<file path="src/rtl/seg_pkg.sv">
// rtl/seg_pkg.sv - shared types and constants for the seven-segment scan mux
//
// Purpose: scan FSM state type, the all-segments-off code and the
//          hex-to-segment table ({g,f,e,d,c,b,a}, active-low).
// Ports:   none (package).
package seg_pkg;

  typedef enum logic {SHOW, BLANK} scan_state_t;

  localparam logic [6:0] SEG_OFF = 7'h7F;

  // Index = nibble value; 0 bit = segment lit.
  localparam logic [6:0] HEX_SEG_TABLE [16] = '{
    7'h40, 7'h79, 7'h24, 7'h30, 7'h19, 7'h12, 7'h02, 7'h78,
    7'h00, 7'h10, 7'h08, 7'h03, 7'h46, 7'h21, 7'h06, 7'h0E
  };

endpackage

</file>
<file path="src/rtl/seg_scan_mux_if.sv">
// rtl/seg_scan_mux_if.sv - user-logic update bus for the seven-segment scan mux
//
// Purpose: groups the value/enable/load inputs and the pending flag.
// Signals: digits_in [4*NUM_DIGITS] hex nibbles, digit 0 = [3:0]
//          digit_en  [NUM_DIGITS]   per-digit anode enable (live)
//          load                     1-cycle capture strobe
//          pending                  capture waiting for the next frame boundary
// Modports: master = user logic, slave = scan mux.
interface seg_scan_mux_if #(
  parameter int NUM_DIGITS = 4
);
  logic [4*NUM_DIGITS-1:0] digits_in;
  logic [NUM_DIGITS-1:0]   digit_en;
  logic                    load;
  logic                    pending;

  modport master (output digits_in, output digit_en, output load, input pending);
  modport slave  (input digits_in, input digit_en, input load, output pending);
endinterface

</file>
<file path="src/rtl/seg_hex_decoder.sv">
// rtl/seg_hex_decoder.sv - combinational nibble to seven-segment decoder
//
// Purpose: table lookup of one hex nibble into active-low segments.
// Ports:   i_nibble [4] value to show
//          o_seg    [7] {g,f,e,d,c,b,a}, active-low
module seg_hex_decoder
  import seg_pkg::*;
(
  input  logic [3:0] i_nibble,
  output logic [6:0] o_seg
);

  assign o_seg = HEX_SEG_TABLE[i_nibble];

endmodule

</file>
<file path="src/rtl/seg_scan_mux.sv">
// rtl/seg_scan_mux.sv - N-digit common-anode seven-segment scan multiplexer
//
// Purpose: scans one digit at a time with an all-off gap between digits;
//          user updates are captured into a pending register and committed
//          to the displayed value only at the frame boundary (wrap to digit 0).
// Ports:   clk        system clock
//          reset      asynchronous active-low reset
//          upd        seg_scan_mux_if.slave (digits_in, digit_en, load, pending)
//          seg        [7] {g,f,e,d,c,b,a}, active-low, registered
//          anodes     [NUM_DIGITS] one-hot active-low anode select, registered
//          frame_tick 1-cycle pulse when the scan wraps to digit 0
// Config:  LEADING_ZERO_BLANK_EN - blank leading zero digits (digit 0 always shown).
module seg_scan_mux
  import seg_pkg::*;
#(
  parameter int NUM_DIGITS   = 4,
  parameter int DIGIT_CYCLES = 24000,
  parameter int BLANK_CYCLES = 500
) (
  input  logic                  clk,
  input  logic                  reset,
  seg_scan_mux_if.slave         upd,
  output logic [6:0]            seg,
  output logic [NUM_DIGITS-1:0] anodes,
  output logic                  frame_tick
);

  localparam int MAX_CYC = (DIGIT_CYCLES > BLANK_CYCLES) ? DIGIT_CYCLES : BLANK_CYCLES;
  localparam int CNT_W   = $clog2(MAX_CYC + 1);
  localparam int IDX_W   = $clog2(NUM_DIGITS);

  localparam logic [CNT_W-1:0] DIGIT_LAST = CNT_W'(DIGIT_CYCLES - 1);
  localparam logic [CNT_W-1:0] BLANK_LAST = CNT_W'(BLANK_CYCLES - 1);
  localparam logic [IDX_W-1:0] IDX_LAST   = IDX_W'(NUM_DIGITS - 1);

  scan_state_t             r_state, w_state_nxt;
  logic [CNT_W-1:0]        r_cnt, w_cnt_nxt;
  logic [IDX_W-1:0]        r_idx, w_idx_nxt;
  logic                    w_boundary;

  logic                    r_pending;
  logic [4*NUM_DIGITS-1:0] r_pend_data;
  logic [4*NUM_DIGITS-1:0] r_active;
  logic                    r_frame_tick;

  logic [3:0]              w_nibble;
  logic [6:0]              w_dec_seg;
  logic                    w_lz_blank;
  logic [6:0]              w_seg_nxt;
  logic [NUM_DIGITS-1:0]   w_anodes_nxt;
  logic [6:0]              r_seg;
  logic [NUM_DIGITS-1:0]   r_anodes;

  // Reset lands in BLANK on the last digit so the first wrap (and commit)
  // happens after one blanking gap.
  always_ff @(posedge clk or negedge reset) begin
    if (!reset) begin
      r_state <= BLANK;
      r_cnt   <= '0;
      r_idx   <= IDX_LAST;
    end else begin
      r_state <= w_state_nxt;
      r_cnt   <= w_cnt_nxt;
      r_idx   <= w_idx_nxt;
    end
  end

  always_comb begin
    w_state_nxt = r_state;
    w_cnt_nxt   = r_cnt + 1'b1;
    w_idx_nxt   = r_idx;
    w_boundary  = 1'b0;
    case (r_state)
      SHOW: begin
        if (r_cnt == DIGIT_LAST) begin
          w_state_nxt = BLANK;
          w_cnt_nxt   = '0;
        end
      end
      BLANK: begin
        if (r_cnt == BLANK_LAST) begin
          w_state_nxt = SHOW;
          w_cnt_nxt   = '0;
          if (r_idx == IDX_LAST) begin
            w_idx_nxt  = '0;
            w_boundary = 1'b1;
          end else begin
            w_idx_nxt = r_idx + 1'b1;
          end
        end
      end
      default: begin
        w_state_nxt = BLANK;
        w_cnt_nxt   = '0;
      end
    endcase
  end

  // A load on the boundary cycle commits the older pending data (NBA reads
  // the old r_pend_data) while capturing the new one, so pending stays set.
  always_ff @(posedge clk or negedge reset) begin
    if (!reset) begin
      r_pending    <= 1'b0;
      r_pend_data  <= '0;
      r_active     <= '0;
      r_frame_tick <= 1'b0;
    end else begin
      r_frame_tick <= w_boundary;
      if (w_boundary && r_pending) begin
        r_active <= r_pend_data;
      end
      if (upd.load) begin
        r_pend_data <= upd.digits_in;
        r_pending   <= 1'b1;
      end else if (w_boundary) begin
        r_pending <= 1'b0;
      end
    end
  end

  always_comb begin
    w_nibble = '0;
    for (int k = 0; k < NUM_DIGITS; k++) begin
      if (r_idx == IDX_W'(k)) begin
        w_nibble = r_active[4*k +: 4];
      end
    end
  end

  seg_hex_decoder u_dec (
    .i_nibble (w_nibble),
    .o_seg    (w_dec_seg)
  );

`ifdef LEADING_ZERO_BLANK_EN
  // Digit k>0 is a leading zero when it and every higher nibble are zero.
  always_comb begin
    w_lz_blank = 1'b0;
    for (int k = 1; k < NUM_DIGITS; k++) begin
      if (r_idx == IDX_W'(k)) begin
        w_lz_blank = ((r_active >> (4*k)) == '0);
      end
    end
  end
`else
  assign w_lz_blank = 1'b0;
`endif

  // digit_en is read live so an enable change takes effect in the current slot.
  always_comb begin
    w_anodes_nxt = '1;
    w_seg_nxt    = SEG_OFF;
    if (r_state == SHOW) begin
      for (int k = 0; k < NUM_DIGITS; k++) begin
        if (r_idx == IDX_W'(k)) begin
          w_anodes_nxt[k] = ~upd.digit_en[k];
        end
      end
      w_seg_nxt = w_lz_blank ? SEG_OFF : w_dec_seg;
    end
  end

  always_ff @(posedge clk or negedge reset) begin
    if (!reset) begin
      r_seg    <= SEG_OFF;
      r_anodes <= '1;
    end else begin
      r_seg    <= w_seg_nxt;
      r_anodes <= w_anodes_nxt;
    end
  end

  assign seg         = r_seg;
  assign anodes      = r_anodes;
  assign frame_tick  = r_frame_tick;
  assign upd.pending = r_pending;

endmodule

</file>
<file path="src/flat_wrapper.sv">
// flat-port wrapper written by rule: the top's interface ports become plain ports
module seg_scan_mux_flat import seg_pkg::*;
#(
  parameter int NUM_DIGITS   = 4,
  parameter int DIGIT_CYCLES = 24000,
  parameter int BLANK_CYCLES = 500
)
  (clk, reset, seg, anodes, frame_tick, upd_digits_in, upd_digit_en, upd_load, upd_pending);
  seg_scan_mux_if #(.NUM_DIGITS(NUM_DIGITS)) upd_i ();
  input  logic clk;
  input  logic reset;
  output logic [6:0] seg;
  output logic [NUM_DIGITS-1:0] anodes;
  output logic frame_tick;
  input wire logic [$bits(upd_i.digits_in)-1:0] upd_digits_in;
  input wire logic [$bits(upd_i.digit_en)-1:0] upd_digit_en;
  input wire logic [$bits(upd_i.load)-1:0] upd_load;
  output wire logic [$bits(upd_i.pending)-1:0] upd_pending;
  assign upd_i.digits_in = upd_digits_in;
  assign upd_i.digit_en = upd_digit_en;
  assign upd_i.load = upd_load;
  assign upd_pending = upd_i.pending;
  seg_scan_mux #(.NUM_DIGITS(NUM_DIGITS), .DIGIT_CYCLES(DIGIT_CYCLES), .BLANK_CYCLES(BLANK_CYCLES)) u_core (.clk(clk), .reset(reset), .upd(upd_i), .seg(seg), .anodes(anodes), .frame_tick(frame_tick));
endmodule
</file>
<file path="config.mk">
export PLATFORM = sky130hd
export DESIGN_NAME = seg_scan_mux_flat
export DESIGN_NICKNAME = d
export VERILOG_FILES = /design/src/rtl/seg_pkg.sv /design/src/rtl/seg_scan_mux_if.sv /design/src/rtl/seg_hex_decoder.sv /design/src/rtl/seg_scan_mux.sv /design/src/flat_wrapper.sv
export SDC_FILE = /design/constraint.sdc
export NUM_CORES = 1
export LEC_CHECK = 0
export CAP_MARGIN = 40
export CORE_MARGIN = 8
export CORE_UTILIZATION = 45
export CTS_CLUSTER_DIAMETER = 40
export DETAILED_ROUTE_END_ITERATION = 7
export PLACE_DENSITY = 0.69
export SKIP_CTS_REPAIR_TIMING = 1
export SLEW_MARGIN = 20
export SYNTH_ARGS = -nofsm -noshare
export SYNTH_HDL_FRONTEND = slang
export SYNTH_SLANG_ARGS = --single-unit
</file>
<file path="constraint.sdc">
create_clock -name clk -period 2.7 [get_ports clk]
set_clock_uncertainty 0.15 [all_clocks]
set_input_delay 0.27 -clock clk [delete_from_list [all_inputs] [get_ports clk]]
set_output_delay 0.27 -clock clk [all_outputs]
set_load 0.01 [all_outputs]
</file>
==> results_dict.tcl, run 1 <==
set metrics [dict create \
    status "finished clean" \
    wl_met2_um 2826 \
    path_class "reg -> reg" \
    p_per_area_nw_per_um2 497.9 \
    synth_adder_area_share 0.03878 \
    hold_violations 0 \
    area.growth.synth_to_final_pct 22.06 \
    syn_area_um2 2904 \
    wl_met3_um 302 \
    slowest_delay_ns 0.55 \
    power_leakage_nw 1.579 \
    synth-compound-area-share 0.07152 \
    timing.reg2reg.worst_path_depth 10 \
    die_y_um 96.34 \
    rsz0062_at_grt "no" \
    ios 36 \
    crit_chain "inv_1 > ha_1 > nor2_2 > o211ai_1 > nand2_1 > inv_1 > ha_1 > a211oi_1 > a2bb2oi_1 > o22ai_1" \
    synth_edf_count 0 \
    hold_class "in -> async" \
    clock-sinks 63 \
    ys_ff_latch 63 \
    critPathSlowestCell "dfstp_2" \
    grt_max_degree 35 \
    die_w_um 96.34 \
    htreeDepth 3 \
    drtIter0Drc 67 \
    wl_met1_um 2422 \
    critPathLaunch "u_core.r_idx[0]" \
    dieArea_um2 9280 \
    place_hpwl_um 4182 \
    clk_pin_slew_ns 0.07 \
    synth_seq_area_share 0.5489 \
    synth_cell_types 41 \
    relSlewSlack 0.5153 \
    cp-start-kind "register" \
    total_power_mw 1.765 \
    final_core_utilization 0.5614 \
    finalSetupTns_ns 0 \
    slew_violations 0 \
    setup_viol 0 \
    worstSkewPairLatency_ns 0.34 \
    cts_root_buffer "clkbuf_8" \
    grt_usage 0.1317 \
    antenna_cells 0 \
    worst_slack_ns 0.1711 \
    fmax_mhz 395.4 \
    drc 0 \
    syn_avg_cell_area_um2 12.10 \
    cts_made_buffers 9 \
    clock_path_buffers 2 \
    ir_drop_v 0.0004451 \
    ys.warnings.count 0 \
    ys_async_sr_fraction 1.000 \
    min_period_ns 2.529 \
    first_global_vias 2029 \
    muxShareOfSynthArea 0.1370 \
    crit_fanout 6 \
    final_nets 318 \
    rows 29 \
    cts_tree "built" \
    drtAntennaViolNets 0 \
    cp_data_required_time_ns 2.80 \
    grt-ovfl-total 0 \
    cp.arrival_ns 2.63 \
    coreArea_um2 6314 \
    fillers 575 \
    r2r_end "u_core.seg[3]" \
    dr.pass1.iters 4 \
    maxCapViolations 0 \
    place_congestion 0.8315 \
    avgRoutedWirePerCell_um 15.20 \
    dp_slack_ns 0.06913 \
    start_util 0.4600 \
    antenna_found_initial 0 \
    r2r_slack_ns 0.17 \
    synth-xor-area-share 0.03921 \
    syn-num-nets 272 \
    timing.final.crit_share 0.9366 \
    portBuffers 35 \
    postSynthCellCount 240 \
    avgViaCountPerCell 5.391 \
    worst_r2r_startpoint "u_core.r_idx[0]" \
    drt_wl_total_um 5593 \
    synth_simple_gate_area_frac 0.1435 \
    synth_top_family_by_area "simple AND/OR/NAND/NOR gates" \
    crit_path_end_kind "register" \
    ys.flop_type "dfrtp_1" \
    grt_pass1_wl_um 9370 \
    routed.top_layer "met4" \
    layout-drive-gt1-share 0.2577 \
    vias 1984 \
    worst_pin_slew_ns 0.7248 \
]
-- synthesized netlist by cell type (4+ instances only) --
cell,count,area [um^2]
a21oi_1,4,20.02
and3_1,6,37.54
clkbuf_1,5,18.77
dfrtp_1,49,1226
dfstp_2,14,367.9
ha_1,9,112.6
inv_1,6,22.52
mux2_2,22,247.7
mux2_4,10,150.1
nand2_1,18,67.56
nand3_1,12,60.06
nor2_1,20,75.07
nor3_1,4,20.02
o21ai_0,6,30.03
xnor2_1,6,52.55
xor2_1,7,61.31
-- area by class of cell --
type	instances	area, um^2	share of cell area
inverters	7	26.28	0.007413
flip-flops and latches	63	1594	0.4497
well taps	77	96.34	0.02718
multi-input cells	163	1254	0.3537
clock inverters	7	50.05	0.01412
repair buffers	42	400.4	0.1130
clock buffers	9	123.9	0.03495
-- through the flow --
step	cells	cell area (um^2)	hold slack [ns]
6_report	368	3545	0.2121
5_1_grt	368	3545	0.1986
4_1_cts	367	3530	-0.4002
3_5_place_dp	351	3356	-0.02796
3_3_place_gp	351	3356	-0.02949
2_1_floorplan	240	2904	-0.1756
-- cells by family (layout without fill, tap and decap cells) --
| family | Yosys count | in the layout |
|---|---|---|
| AOI/OAI and AO/OA | 29 | 29 |
| DFF | 63 | 63 |
| adders and majority gates | 9 | 9 |
| and+or+nand+nor | 80 | 80 |
| muxes | 32 | 32 |
| buffers and inverters | 14 | 65 |
| xor gates and xnor gates | 13 | 13 |
-- critical path, delay by kind of cell (launching register included) --
kind	cells	cell delay [ns]
simple gates	2	0.33
fa+ha+maj	2	0.52
compound gates	4	0.73
flops	1	0.55
buf+inv	2	0.17
-- worst max path at each step --
stage	end	slack [ns]	cells after the start
2_1_floorplan	u_core.seg[3]	0.22	10
6_report	u_core.seg[3]	0.17	10
5_1_grt	u_core.seg[5]	0.01	9
3_3_place_gp	u_core.seg[3]	0.13	8
3_5_place_dp	u_core.seg[3]	0.07	8
4_1_cts	u_core.seg[3]	0.05	8
-- layer usage --
metal	global-route usage	vias to the layer above
met3	0.05304	6
li1	-	955
met2	0.2140	55
met1	0.1548	968
met5	0	-
met4	0.04540	0
-- placed cells by master (no fill, tap or decap), types with 4 or more instances in the layout --
cell / synthesis / final
nor2_1: 20 / 19
dfstp_2: 14 / 14
dfrtp_1: 49 / 49
a21oi_1: 4 / 4
clkdlybuf4s50_1: 0 / 34
nand3_1: 12 / 12
inv_1: 6 / 6
buf_4: 0 / 6
o21ai_0: 6 / 6
xor2_1: 7 / 7
nor3_1: 4 / 4
clkbuf_8: 0 / 9
nand2_1: 18 / 18
and3_1: 6 / 6
mux2_4: 10 / 10
ha_1: 9 / 8
mux2_2: 22 / 22
xnor2_1: 6 / 6
-- state kept, by name (all words and copies together), names as in the netlist --
| signal | cells |
|---|---|
| u_core.frame_tick | 1 |
| u_core.seg | 7 |
| u_core.upd.pending | 1 |
| u_core.r_pend_data | 16 |
| u_core.anodes | 4 |
| u_core.r_cnt | 15 |
| u_core.r_idx | 2 |
| u_core.r_active | 16 |
| u_core.r_state | 1 |
-- power by group --
part           total (mW)  internal, mW  switching (mW)
registers           0.983         0.970          0.0126
clock network       0.698         0.331           0.366
logic              0.0846        0.0531          0.0315
total                1.76          1.35           0.411
Power figures use the tool's default switching activity.
==> run 2: changes to the inputs <==
--- a/config.mk
+++ b/config.mk
@@ -8,11 +8,12 @@
 export CAP_MARGIN = 40
 export CORE_MARGIN = 8
 export CORE_UTILIZATION = 45
-export CTS_CLUSTER_DIAMETER = 40
+export CTS_CLUSTER_DIAMETER = 50
 export DETAILED_ROUTE_END_ITERATION = 7
 export PLACE_DENSITY = 0.69
 export SKIP_CTS_REPAIR_TIMING = 1
 export SLEW_MARGIN = 20
 export SYNTH_ARGS = -nofsm -noshare
 export SYNTH_HDL_FRONTEND = slang
+export SYNTH_HIERARCHICAL = 1
 export SYNTH_SLANG_ARGS = --single-unit
==> run 2 against run 1 <==
Effect of this change:
- flip-flop and latch count is the same
- count of clock-buffer cells in the layout is 2 higher
- highest routed layer unchanged
- register-to-register slack worse by 0.07 ns
- clock power up 14%
- power increased by 5.6%
- synthesized cell count grew 2.5%
- via count fell by 0.40%
- first-iteration DRC count down 58%
- worst hold slack better by 0.076 ns
- critical endpoint is now u_core/seg[3]
==> results_dict.tcl, run 2 <==
set metrics [dict create \
    coreArea_um2 6422 \
    path_class "reg -> reg" \
    clock_path_buffers 2 \
    ys.flop_type "dfrtp_1" \
    p_per_area_nw_per_um2 501.3 \
    dr.pass1.iters 4 \
    cts_root_buffer "clkbuf_8" \
    r2r_end "u_core/seg[3]" \
    postSynthCellCount 246 \
    avgViaCountPerCell 5.255 \
    fmax_mhz 384.3 \
    die_y_um 97.76 \
    synth_top_cell_by_area "dfrtp_1" \
    rsz0062_at_grt "yes" \
    synth_area_leaders "dfrtp_1 (41%), dfstp_2 (12%), mux2_2 (8.2%)" \
    clk_pin_slew_ns 0.07 \
    grt_pass1_wl_um 9577 \
    cts_tree "built" \
    htreeDepth 3 \
    cp_top_family "compound AO/OA/AOI/OAI gates" \
    min_period_ns 2.602 \
    first_global_vias 2023 \
    timing.final.crit_share 0.9639 \
    grt_usage 0.1242 \
    layout-drive-gt1-share 0.3445 \
    slowest_delay_ns 0.54 \
    worst_hold_startpoint "upd_digit_en[1]" \
    area.growth.synth_to_final_pct 23.59 \
    syn-num-nets 281 \
    relSlewSlack 0.4850 \
    worst_r2r_startpoint "u_core/r_idx[1]" \
    antenna_cells 0 \
    synth.top_cell.area_share 0.4077 \
    yosysMostFrequentCell "dfrtp_1" \
    clock-sinks 63 \
    placed_cell_area_um2 3468 \
    avgRoutedWirePerCell_um 14.59 \
    whs_path_depth 2 \
    worstSkewPairLatency_ns 0.33 \
    cp.arrival_ns 2.71 \
    maxCapViolations 0 \
    setup_viol 0 \
    place_congestion 0.7536 \
    drt_wl_total_um 5487 \
    slew_violations 0 \
    worst_pin_slew_ns 0.7701 \
    status "finished clean" \
    fillers 546 \
    hold_violations 0 \
    start_util 0.4683 \
    synthTopCellsByCount "dfrtp_1 (49), mux2_2 (22), nand2_1 (20), nor2_1 (15), dfstp_2 (14)" \
    timing.reg2reg.worst_path_depth 11 \
    crit_buf_inv 2 \
    crit_path_end_kind "register" \
    syn_avg_cell_area_um2 12.23 \
    ys_async_sr_fraction 1.000 \
    critPathSlowestCell "dfstp_2" \
    place_hpwl_um 4004 \
    rows 29 \
    portBuffers 35 \
    drc 0 \
    grt_max_degree 31 \
    cts_made_buffers 9 \
    r2r_slack_ns 0.1 \
    ys_ff_latch 63 \
    drtIter0Drc 28 \
    final_nets 329 \
    grt-ovfl-total 0 \
    power_leakage_nw 1.612 \
    ys.warnings.count 6 \
    final_common_cell "dfrtp_1" \
    hold_class "in -> reg" \
    top_regs "u_core/r_active (16), u_core/r_pend_data (16), u_core/r_cnt (15)" \
    die_w_um 97.76 \
    drtAntennaViolNets 0 \
    crit_fanout 5 \
    final_area_um2 3717 \
    dieArea_um2 9556 \
    ir_drop_v 0.0003511 \
    crit_chain "inv_1 > ha_1 > nor2b_2 > a221oi_2 > o31ai_4 > inv_1 > ha_1 > nand2_2 > a21oi_1 > a31oi_1 > or2_2" \
    antenna_found_initial 0 \
    ios 36 \
    hold_end "u_core/anodes[1]" \
    synth_seq_area_share 0.5300 \
    cp-start-kind "register" \
    total_power_mw 1.864 \
    syn_area_um2 3008 \
    synth_edf_count 0 \
    cp_data_required_time_ns 2.81 \
    layout_common_cells "dfrtp_1 (49), clkdlybuf4s50_1 (34), mux2_2 (22)" \
    vias 1976 \
    synth_cell_types 50 \
]
[run 2: cell type report]
type                    instances  area (um^2)  share of cell area
clock buffers                  11        141.4             0.03803
clock inverters                 5        57.56             0.01548
inverters                       9        33.78            0.009088
multi-input cells             165         1366              0.3676
flip-flops and latches         63         1594              0.4288
well taps                      77        96.34             0.02592
repair buffers                 46        427.9              0.1151
[run 2: stage by stage]
step	hold WS, ns	setup slack [ns]	setup TNS (ns)	cells	utilization
global route	0.2746	-0.04920	-0.04920	376	0.5788
CTS	-0.1776	-0.03601	-0.03601	374	0.5710
global placement	0.1862	0.08374	0	358	0.5400
floorplan	-0.1756	0.04162	0	246	-
finish	0.2882	0.09756	0	376	0.5788
detailed placement	0.1913	-0.01530	-0.01530	358	0.5400
[run 2: how the worst max path moves through the flow]
| stage | cells after the start | slack [ns] | startpoint | to |
|---|---|---|---|---|
| 5_1_grt | 10 | -0.05 | u_core/r_idx[0] | u_core/seg[3] |
| 3_5_place_dp | 11 | -0.02 | u_core/r_idx[1] | u_core/seg[3] |
| 6_report | 11 | 0.1 | u_core/r_idx[1] | u_core/seg[3] |
| 2_1_floorplan | 11 | 0.04 | u_core/r_idx[1] | u_core/seg[3] |
| 3_3_place_gp | 11 | 0.08 | u_core/r_idx[1] | u_core/seg[3] |
| 4_1_cts | 11 | -0.04 | u_core/r_idx[1] | u_core/seg[3] |
[run 2: cells by family (layout without fill, tap and decap cells)]
group                    count (synthesis)  in the layout  share of synthesized area
AO/OA/AOI/OAI                           26             26                    0.05865
XOR/XNOR                                13             13                    0.03785
adder cells (fa/ha/maj)                 12             12                    0.04992
buffers and inverters                   18             71                    0.03078
flip-flops                              63             63                     0.5300
multiplexers                            34             34                     0.1394
AND/OR/NAND/NOR                         80             80                     0.1535
[run 2: power breakdown]
part / switching [mW] / internal [mW] / total [mW]
combinational: 0.0328 / 0.0530 / 0.0859
clock: 0.346 / 0.449 / 0.795
sequential: 0.0125 / 0.970 / 0.983
[run 2: layer usage]
layer / global-route usage / part of all wire / up-vias
met5: 0 / 0 / -
met3: 0.05891 / 0.053 / 18
met1: 0.1487 / 0.47 / 944
met2: 0.1903 / 0.46 / 52
met4: 0.04556 / 0.020 / 0
li1: - / - / 962
==> run 3: changes to the inputs <==
--- a/config.mk
+++ b/config.mk
@@ -15,5 +15,4 @@
 export SLEW_MARGIN = 20
 export SYNTH_ARGS = -nofsm -noshare
 export SYNTH_HDL_FRONTEND = slang
-export SYNTH_HIERARCHICAL = 1
 export SYNTH_SLANG_ARGS = --single-unit
==> results of run 3 <==
Final layout, timing and power as in run 1 (identical DEF).
